`src/rtl/mult_share_sched_pkg.sv`:
```
// Shared constants, pipeline-stage record and helpers for the shared multiplier scheduler.
package mult_pkg;

  localparam int MULT_OP_W     = 32;
  localparam int MULT_PROD_W   = 64;
  localparam int MULT_ID_MAX_W = 4;

  typedef struct packed {
    logic                     valid;
    logic [MULT_ID_MAX_W-1:0] id;
    logic [MULT_PROD_W-1:0]   product;
  } mult_stage_t;

  function automatic int clog2_f(input int value);
    int r;
    r = 0;
    while ((1 << r) < value) r++;
    return r;
  endfunction

endpackage

```
`src/rtl/mult_share_sched_if.sv`:
```
// Requester/consumer bundle of the shared multiplier: packed operands in, tagged product out.
interface mult_share_sched_if
  import mult_pkg::*;
#(
  parameter int NUM_REQ = 4,
  parameter int ID_W    = 2
);

  logic [NUM_REQ-1:0]           req_valid;
  logic [NUM_REQ-1:0]           req_ready;
  logic [NUM_REQ*MULT_OP_W-1:0] req_a;
  logic [NUM_REQ*MULT_OP_W-1:0] req_b;
  logic                         rsp_valid;
  logic                         rsp_ready;
  logic [MULT_PROD_W-1:0]       rsp_data;
  logic [ID_W-1:0]              rsp_id;
  logic                         busy;

  modport master (
    output req_valid, req_a, req_b, rsp_ready,
    input  req_ready, rsp_valid, rsp_data, rsp_id, busy
  );

  modport slave (
    input  req_valid, req_a, req_b, rsp_ready,
    output req_ready, rsp_valid, rsp_data, rsp_id, busy
  );

endinterface

```
`src/rtl/mult_share_sched_rr_arbiter.sv`:
```
// Round-robin arbiter: grants the lowest requester at or above the pointer, else wraps.
module rr_arbiter
  import mult_pkg::*;
#(
  parameter int NUM_REQ = 4,
  parameter int PTR_W   = (clog2_f(NUM_REQ) < 1) ? 1 : clog2_f(NUM_REQ)
) (
  input  logic               clk,
  input  logic               rst_n,
  input  logic [NUM_REQ-1:0] i_req,
  input  logic               i_adv_en,
  output logic [NUM_REQ-1:0] o_grant,
  output logic [PTR_W-1:0]   o_grant_idx
);

  logic [PTR_W-1:0] r_ptr;
  logic [PTR_W-1:0] w_ptr_nxt;
  logic             w_found;

  always_comb begin
    o_grant     = '0;
    o_grant_idx = '0;
    w_found     = 1'b0;
    for (int i = 0; i < NUM_REQ; i++) begin
      if (!w_found && i_req[i] && (PTR_W'(i) >= r_ptr)) begin
        w_found     = 1'b1;
        o_grant[i]  = 1'b1;
        o_grant_idx = PTR_W'(i);
      end
    end
    // Nothing at or above the pointer: wrap to the lowest requester below it.
    for (int i = 0; i < NUM_REQ; i++) begin
      if (!w_found && i_req[i]) begin
        w_found     = 1'b1;
        o_grant[i]  = 1'b1;
        o_grant_idx = PTR_W'(i);
      end
    end
  end

  assign w_ptr_nxt = (o_grant_idx == PTR_W'(NUM_REQ - 1)) ? '0 : o_grant_idx + PTR_W'(1);

  always_ff @(posedge clk or negedge rst_n) begin
    if (!rst_n) begin
      r_ptr <= '0;
    end else if (i_adv_en && w_found) begin
      r_ptr <= w_ptr_nxt;
    end
  end

endmodule

```
`src/rtl/mult_share_sched.sv`:
```
// One pipelined 32x32 unsigned multiplier shared round-robin among NUM_REQ requesters.
// Optional per-requester issue and stall statistics under MULT_SHARE_SCHED_STATS_EN.
module mult_share_sched
  import mult_pkg::*;
#(
  parameter int NUM_REQ = 4,
  parameter int LAT     = 3,
  parameter int ID_W    = 2
) (
  input  logic                   clk,
  input  logic                   rst_n,
  mult_share_sched_if.slave      bus
`ifdef MULT_SHARE_SCHED_STATS_EN
  ,
  output logic [NUM_REQ*16-1:0]  stat_issue_cnt,
  output logic [15:0]            stat_stall_cnt
`endif
);

  if (ID_W != clog2_f(NUM_REQ)) begin : g_bad_id_w
    $error("ID_W must equal clog2(NUM_REQ)");
  end
  if (NUM_REQ < 2 || NUM_REQ > 16) begin : g_bad_num_req
    $error("NUM_REQ must be in 2..16");
  end
  if (LAT < 1 || LAT > 8) begin : g_bad_lat
    $error("LAT must be in 1..8");
  end

  logic [NUM_REQ-1:0]     w_grant;
  logic [ID_W-1:0]        w_gidx;
  logic                   w_adv;
  logic                   w_xfer;
  logic [MULT_OP_W-1:0]   w_a;
  logic [MULT_OP_W-1:0]   w_b;
  logic [MULT_PROD_W-1:0] w_prod_p1;
  mult_stage_t            w_stg_in;
  mult_stage_t            w_last;
  logic                   w_busy_tail;
  logic                   w_unused_id;

  logic                   r_vld_p0;
  logic [ID_W-1:0]        r_id_p0;
  logic [MULT_OP_W-1:0]   r_a_p0;
  logic [MULT_OP_W-1:0]   r_b_p0;

  // The whole pipeline freezes while a result sits unaccepted at the output.
  assign w_adv  = !(w_last.valid && !bus.rsp_ready);
  assign w_xfer = w_adv && (|w_grant);

  rr_arbiter #(
    .NUM_REQ (NUM_REQ),
    .PTR_W   (ID_W)
  ) u_arb (
    .clk         (clk),
    .rst_n       (rst_n),
    .i_req       (bus.req_valid),
    .i_adv_en    (w_adv),
    .o_grant     (w_grant),
    .o_grant_idx (w_gidx)
  );

  assign bus.req_ready = w_grant & {NUM_REQ{w_adv && rst_n}};

  always_comb begin
    w_a = '0;
    w_b = '0;
    for (int i = 0; i < NUM_REQ; i++) begin
      if (w_grant[i]) begin
        w_a = bus.req_a[i*MULT_OP_W +: MULT_OP_W];
        w_b = bus.req_b[i*MULT_OP_W +: MULT_OP_W];
      end
    end
  end

  // Stage 0: operand capture
  always_ff @(posedge clk or negedge rst_n) begin
    if (!rst_n) begin
      r_vld_p0 <= 1'b0;
      r_id_p0  <= '0;
      r_a_p0   <= '0;
      r_b_p0   <= '0;
    end else if (w_adv) begin
      r_vld_p0 <= w_xfer;
      if (w_xfer) begin
        r_id_p0 <= w_gidx;
        r_a_p0  <= w_a;
        r_b_p0  <= w_b;
      end
    end
  end

  // Stage 0 -> 1: full-width unsigned product
  assign w_prod_p1 = MULT_PROD_W'(r_a_p0) * MULT_PROD_W'(r_b_p0);
  assign w_stg_in  = '{valid: r_vld_p0, id: MULT_ID_MAX_W'(r_id_p0), product: w_prod_p1};

  if (LAT > 1) begin : g_tail
    mult_stage_t r_stg_p [LAT-1];

    // Stages 1..LAT-1: product carry
    always_ff @(posedge clk or negedge rst_n) begin
      if (!rst_n) begin
        for (int k = 0; k < LAT - 1; k++) r_stg_p[k] <= '0;
      end else if (w_adv) begin
        r_stg_p[0] <= w_stg_in;
        for (int k = 1; k < LAT - 1; k++) r_stg_p[k] <= r_stg_p[k-1];
      end
    end

    always_comb begin
      w_busy_tail = 1'b0;
      for (int k = 0; k < LAT - 1; k++) w_busy_tail = w_busy_tail | r_stg_p[k].valid;
    end

    assign w_last = r_stg_p[LAT-2];
  end else begin : g_no_tail
    assign w_busy_tail = 1'b0;
    assign w_last      = w_stg_in;
  end

  assign bus.rsp_valid = w_last.valid;
  assign bus.rsp_data  = w_last.product;
  assign bus.rsp_id    = w_last.id[ID_W-1:0];
  assign bus.busy      = r_vld_p0 | w_busy_tail;
  assign w_unused_id   = ^w_last.id;

`ifdef MULT_SHARE_SCHED_STATS_EN
  logic [NUM_REQ-1:0][15:0] r_issue_cnt;
  logic [15:0]              r_stall_cnt;

  always_ff @(posedge clk or negedge rst_n) begin
    if (!rst_n) begin
      r_issue_cnt <= '0;
      r_stall_cnt <= '0;
    end else begin
      for (int i = 0; i < NUM_REQ; i++) begin
        if (w_xfer && w_grant[i] && (r_issue_cnt[i] != 16'hFFFF)) begin
          r_issue_cnt[i] <= r_issue_cnt[i] + 16'd1;
        end
      end
      if (!w_adv && (r_stall_cnt != 16'hFFFF)) begin
        r_stall_cnt <= r_stall_cnt + 16'd1;
      end
    end
  end

  assign stat_issue_cnt = r_issue_cnt;
  assign stat_stall_cnt = r_stall_cnt;
`endif

endmodule

```
`src/flat_wrapper.sv`:
```
// flat-port wrapper written by rule: the top's interface ports become plain ports
module mult_share_sched_flat import mult_pkg::*;
#(
  parameter int NUM_REQ = 4,
  parameter int LAT     = 3,
  parameter int ID_W    = 2
)
  (clk, rst_n, bus_req_valid, bus_req_a, bus_req_b, bus_rsp_ready, bus_req_ready, bus_rsp_valid, bus_rsp_data, bus_rsp_id, bus_busy);
  mult_share_sched_if #(.NUM_REQ(NUM_REQ), .ID_W(ID_W)) bus_i ();
  input  logic clk;
  input  logic rst_n;
  input wire logic [$bits(bus_i.req_valid)-1:0] bus_req_valid;
  input wire logic [$bits(bus_i.req_a)-1:0] bus_req_a;
  input wire logic [$bits(bus_i.req_b)-1:0] bus_req_b;
  input wire logic [$bits(bus_i.rsp_ready)-1:0] bus_rsp_ready;
  output wire logic [$bits(bus_i.req_ready)-1:0] bus_req_ready;
  output wire logic [$bits(bus_i.rsp_valid)-1:0] bus_rsp_valid;
  output wire logic [$bits(bus_i.rsp_data)-1:0] bus_rsp_data;
  output wire logic [$bits(bus_i.rsp_id)-1:0] bus_rsp_id;
  output wire logic [$bits(bus_i.busy)-1:0] bus_busy;
  assign bus_i.req_valid = bus_req_valid;
  assign bus_i.req_a = bus_req_a;
  assign bus_i.req_b = bus_req_b;
  assign bus_i.rsp_ready = bus_rsp_ready;
  assign bus_req_ready = bus_i.req_ready;
  assign bus_rsp_valid = bus_i.rsp_valid;
  assign bus_rsp_data = bus_i.rsp_data;
  assign bus_rsp_id = bus_i.rsp_id;
  assign bus_busy = bus_i.busy;
  mult_share_sched #(.NUM_REQ(NUM_REQ), .LAT(LAT), .ID_W(ID_W)) u_core (.clk(clk), .rst_n(rst_n), .bus(bus_i));
endmodule
```
`config.mk`:
```
export PLATFORM = sky130hd
export DESIGN_NAME = mult_share_sched_flat
export DESIGN_NICKNAME = d
export VERILOG_FILES = /design/src/rtl/mult_share_sched_pkg.sv /design/src/rtl/mult_share_sched_if.sv /design/src/rtl/mult_share_sched_rr_arbiter.sv /design/src/rtl/mult_share_sched.sv /design/src/flat_wrapper.sv
export SDC_FILE = /design/constraint.sdc
export NUM_CORES = 2
export LEC_CHECK = 0
export ABC_AREA = 1
export CAP_MARGIN = 0
export CORE_MARGIN = 1.5
export CORE_UTILIZATION = 63
export CTS_BUF_LIST = sky130_fd_sc_hd__clkbuf_8
export DETAILED_ROUTE_END_ITERATION = 16
export PLACE_DENSITY = 0.85
export SETUP_SLACK_MARGIN = 0.4
export SYNTH_ARGS = -nofsm -noshare
export SYNTH_HDL_FRONTEND = slang
export SYNTH_SLANG_ARGS = --single-unit
```
`constraint.sdc`:
```
create_clock -name clk -period 9 [get_ports clk]
set_input_delay 1.8 -clock clk [delete_from_list [all_inputs] [get_ports clk]]
set_output_delay 1.8 -clock clk [all_outputs]
set_load 0.01 [all_outputs]
```
==> flow_metrics.env <==
export IMPL_highest_layer="met5"
export IMPL_final_cell_mix="2,196 x nand2_1, 1,792 x inv_1, 896 x fa_1"
export IMPL_met2_length_mm=64.99
export IMPL_hold_class="flop to flop"
export IMPL_criticalPathCategory="flop to flop"
export IMPL_wl_mm=144.5
export IMPL_drive_gt1_frac=0.03070
export IMPL_syn_inst=6347
export IMPL_fin_crit_ns=8.078
export IMPL_dp_slack_ns=1.177
export IMPL_dr_total_vias=40100
export IMPL_postCtsSetupBuffers=0
export IMPL_cts_root_buf="clkbuf_8"
export IMPL_grt_max_degree=101
export IMPL_worst_pin_slew_ns=1.330
export IMPL_cts_path_max_buffers=3
export IMPL_worst_setup_path_end_kind="flop"
export IMPL_htreeDepth=2
export IMPL_path_clk_slew_ns=0.07
export IMPL_dieArea_sq_mm=0.07526
export IMPL_synth_enable_flop_cells=0
export IMPL_drc=0
export IMPL_fin_tns_setup_ns=0
export IMPL_fin_util=0.6965
export IMPL_grt_overflow=0
export IMPL_post_dp_hpwl_mm=117.1
export IMPL_ys_seq_area_frac=0.1095
export IMPL_fp_coreArea_sq_mm=0.07296
export IMPL_start_util=0.6357
export IMPL_hold_viol_final=0
export IMPL_min_period_over_period=0.8975
export IMPL_worst_slack_ns=0.9223
export IMPL_synth_top_area_frac=0.3867
export IMPL_antenna_left=0
export IMPL_crit_fanout=23
export IMPL_syn_area_per_cell_sq_um=7.308
export IMPL_netlist_top_cells_area="fa_1 39%, nand2_1 18%, inv_1 14%"
export IMPL_startpoint_type="flop"
export IMPL_first_iter_violations=3554
export IMPL_finalSetupViolations=0
export IMPL_dr_pass1_iters=6
export IMPL_wl_met1_mm=52.94
export IMPL_cts_tree="done"
export IMPL_synth_seq_cells=203
export IMPL_synth_main_ff_cell="dfrtp_1"
export IMPL_syn_nets=7769
export IMPL_cts_num_sinks=203
export IMPL_grt_use_total=0.4000
export IMPL_post_cts_resized=0
export IMPL_wl_per_cell_um=19.50
export IMPL_portBuffers=334
export IMPL_die_x_um=274.3
export IMPL_area_delta_synth_final_pct=9.563
export IMPL_gp_congestion=1.003
export IMPL_slew_viol_final=0
export IMPL_ios=335
export IMPL_drv_cap=0
export IMPL_fmax_mhz=123.8
export IMPL_mostFrequentLayoutCell="nand2_1"
export IMPL_rows=99
export IMPL_whs_ns=0.4722
export IMPL_rsz0062_at_grt="false"
export IMPL_nNetsFinal=7842
export IMPL_antenna_found_initial=3
export IMPL_slew_headroom=0.1131
export IMPL_via_per_inst=5.413
export IMPL_worstPathArrival_ns=8.58
export IMPL_synthesis_area_sq_mm=0.04638
export IMPL_clock_latency_ns=0.72
export IMPL_die_y_um=274.3
export IMPL_fin_worst_skew_ns=0.07837
export IMPL_grt_pass1_vias=41980
export IMPL_wl_met3_mm=18.56
export IMPL_worstPathRequired_ns=9.50
export IMPL_yosys_cell_types_count=36
export IMPL_status="finished, final reports clean"
export IMPL_yosys_area_top_type="fa_1"
export IMPL_ys_warn_count=0
export IMPL_cts_buffers=41
export IMPL_ctsHoldBuffers=0
export IMPL_grt_pass1_wl_mm=228.1
export IMPL_async_flop_share=1.000
layer usage:
layer	up-vias	track usage
li1	17830	-
met1	19350	0.5081
met2	2379	0.6248
met3	534	0.1241
met4	4	0.1912
met5	-	0.003209
cell families after synthesis:
family	synth area share
AOI/OAI and AO/OA	0.03429
xor gates and xnor gates	0.003021
adders and majority gates	0.4577
buffers and inverters	0.1842
DFF	0.1095
and+or+nand+nor	0.2113
area by class of cell:
cell class / count / area (sq um)
antenna: 1 / 2.502
clock buffer: 48 / 660.6
clock inverter: 24 / 272.8
fill: 5847 / 22140
inverter: 1788 / 6716
multi-input combinational: 3954 / 32800
sequential: 203 / 5085
tap: 959 / 1200
timing repair buffer: 432 / 4084
flip-flops by register name, summed over array words and instances (netlist names):
signal / cells
u_core.bus.rsp_valid: 1
u_core.r_a_p0: 32
u_core.g_tail.r_stg_p: 67
u_core.r_b_p0: 32
u_core.r_id_p0: 2
u_core.bus.rsp_data: 64
u_core.u_arb.r_ptr: 2
u_core.bus.rsp_id: 2
u_core.r_vld_p0: 1
final timing paths:
kind | from | end | slack [ns] | depth (start not counted)
setup / recovery | u_core.r_b_p0[9] | u_core.g_tail.r_stg_p[105] | 0.92 | 23
hold / removal | u_core.g_tail.r_stg_p[133] | u_core.bus.rsp_id[0] | 0.47 | 2
setup reg to reg | u_core.r_b_p0[9] | u_core.g_tail.r_stg_p[105] | 0.92 | 23
hold reg to reg | u_core.g_tail.r_stg_p[133] | u_core.bus.rsp_id[0] | 0.47 | 2
max in group asynchronous | rst_n | u_core.r_b_p0[24] | 5.50 | 3
min in group asynchronous | rst_n | u_core.g_tail.r_stg_p[123] | 1.12 | 1
stage by stage:
step                      instances  area [sq um]
final                          7409         50820
after floorplan                6347         46380
after global routing           7409         50820
after global placement         7336         49880
after CTS                      7408         50820
after detailed placement       7336         49880
synthesized netlist by cell type, drive strengths merged (2+ instances only):
cell	number
a21oi	51
and2	11
buf	106
clkbuf	296
dfrtp	203
fa	896
ha	263
inv	1788
nand2	2200
nand3	114
nand3b	5
nand4	20
nor2	139
nor3	10
o211ai	54
o21a	2
o21ai	91
o21bai	57
or2	20
xnor2	12
xor2	4
critical path: stages, from the launching register on:
cell	delay (ns)
dfrtp_1	1.21
buf_4	0.35
nand2_1	0.10
fa_1	0.53
fa_1	0.56
fa_1	0.52
fa_1	0.52
inv_1	0.06
fa_1	0.62
fa_1	0.45
fa_1	0.52
fa_1	0.45
ha_1	0.48
nand2_1	0.16
nor2_1	0.24
nand2_1	0.08
inv_1	0.15
nand2_1	0.15
inv_1	0.11
nand4_1	0.17
nand3_1	0.14
nand2_1	0.05
nand3_1	0.12
o21ai_0	0.11
Power is not shown: default switching activity piles up to over one toggle a cycle in this logic, so the estimate is an artifact.
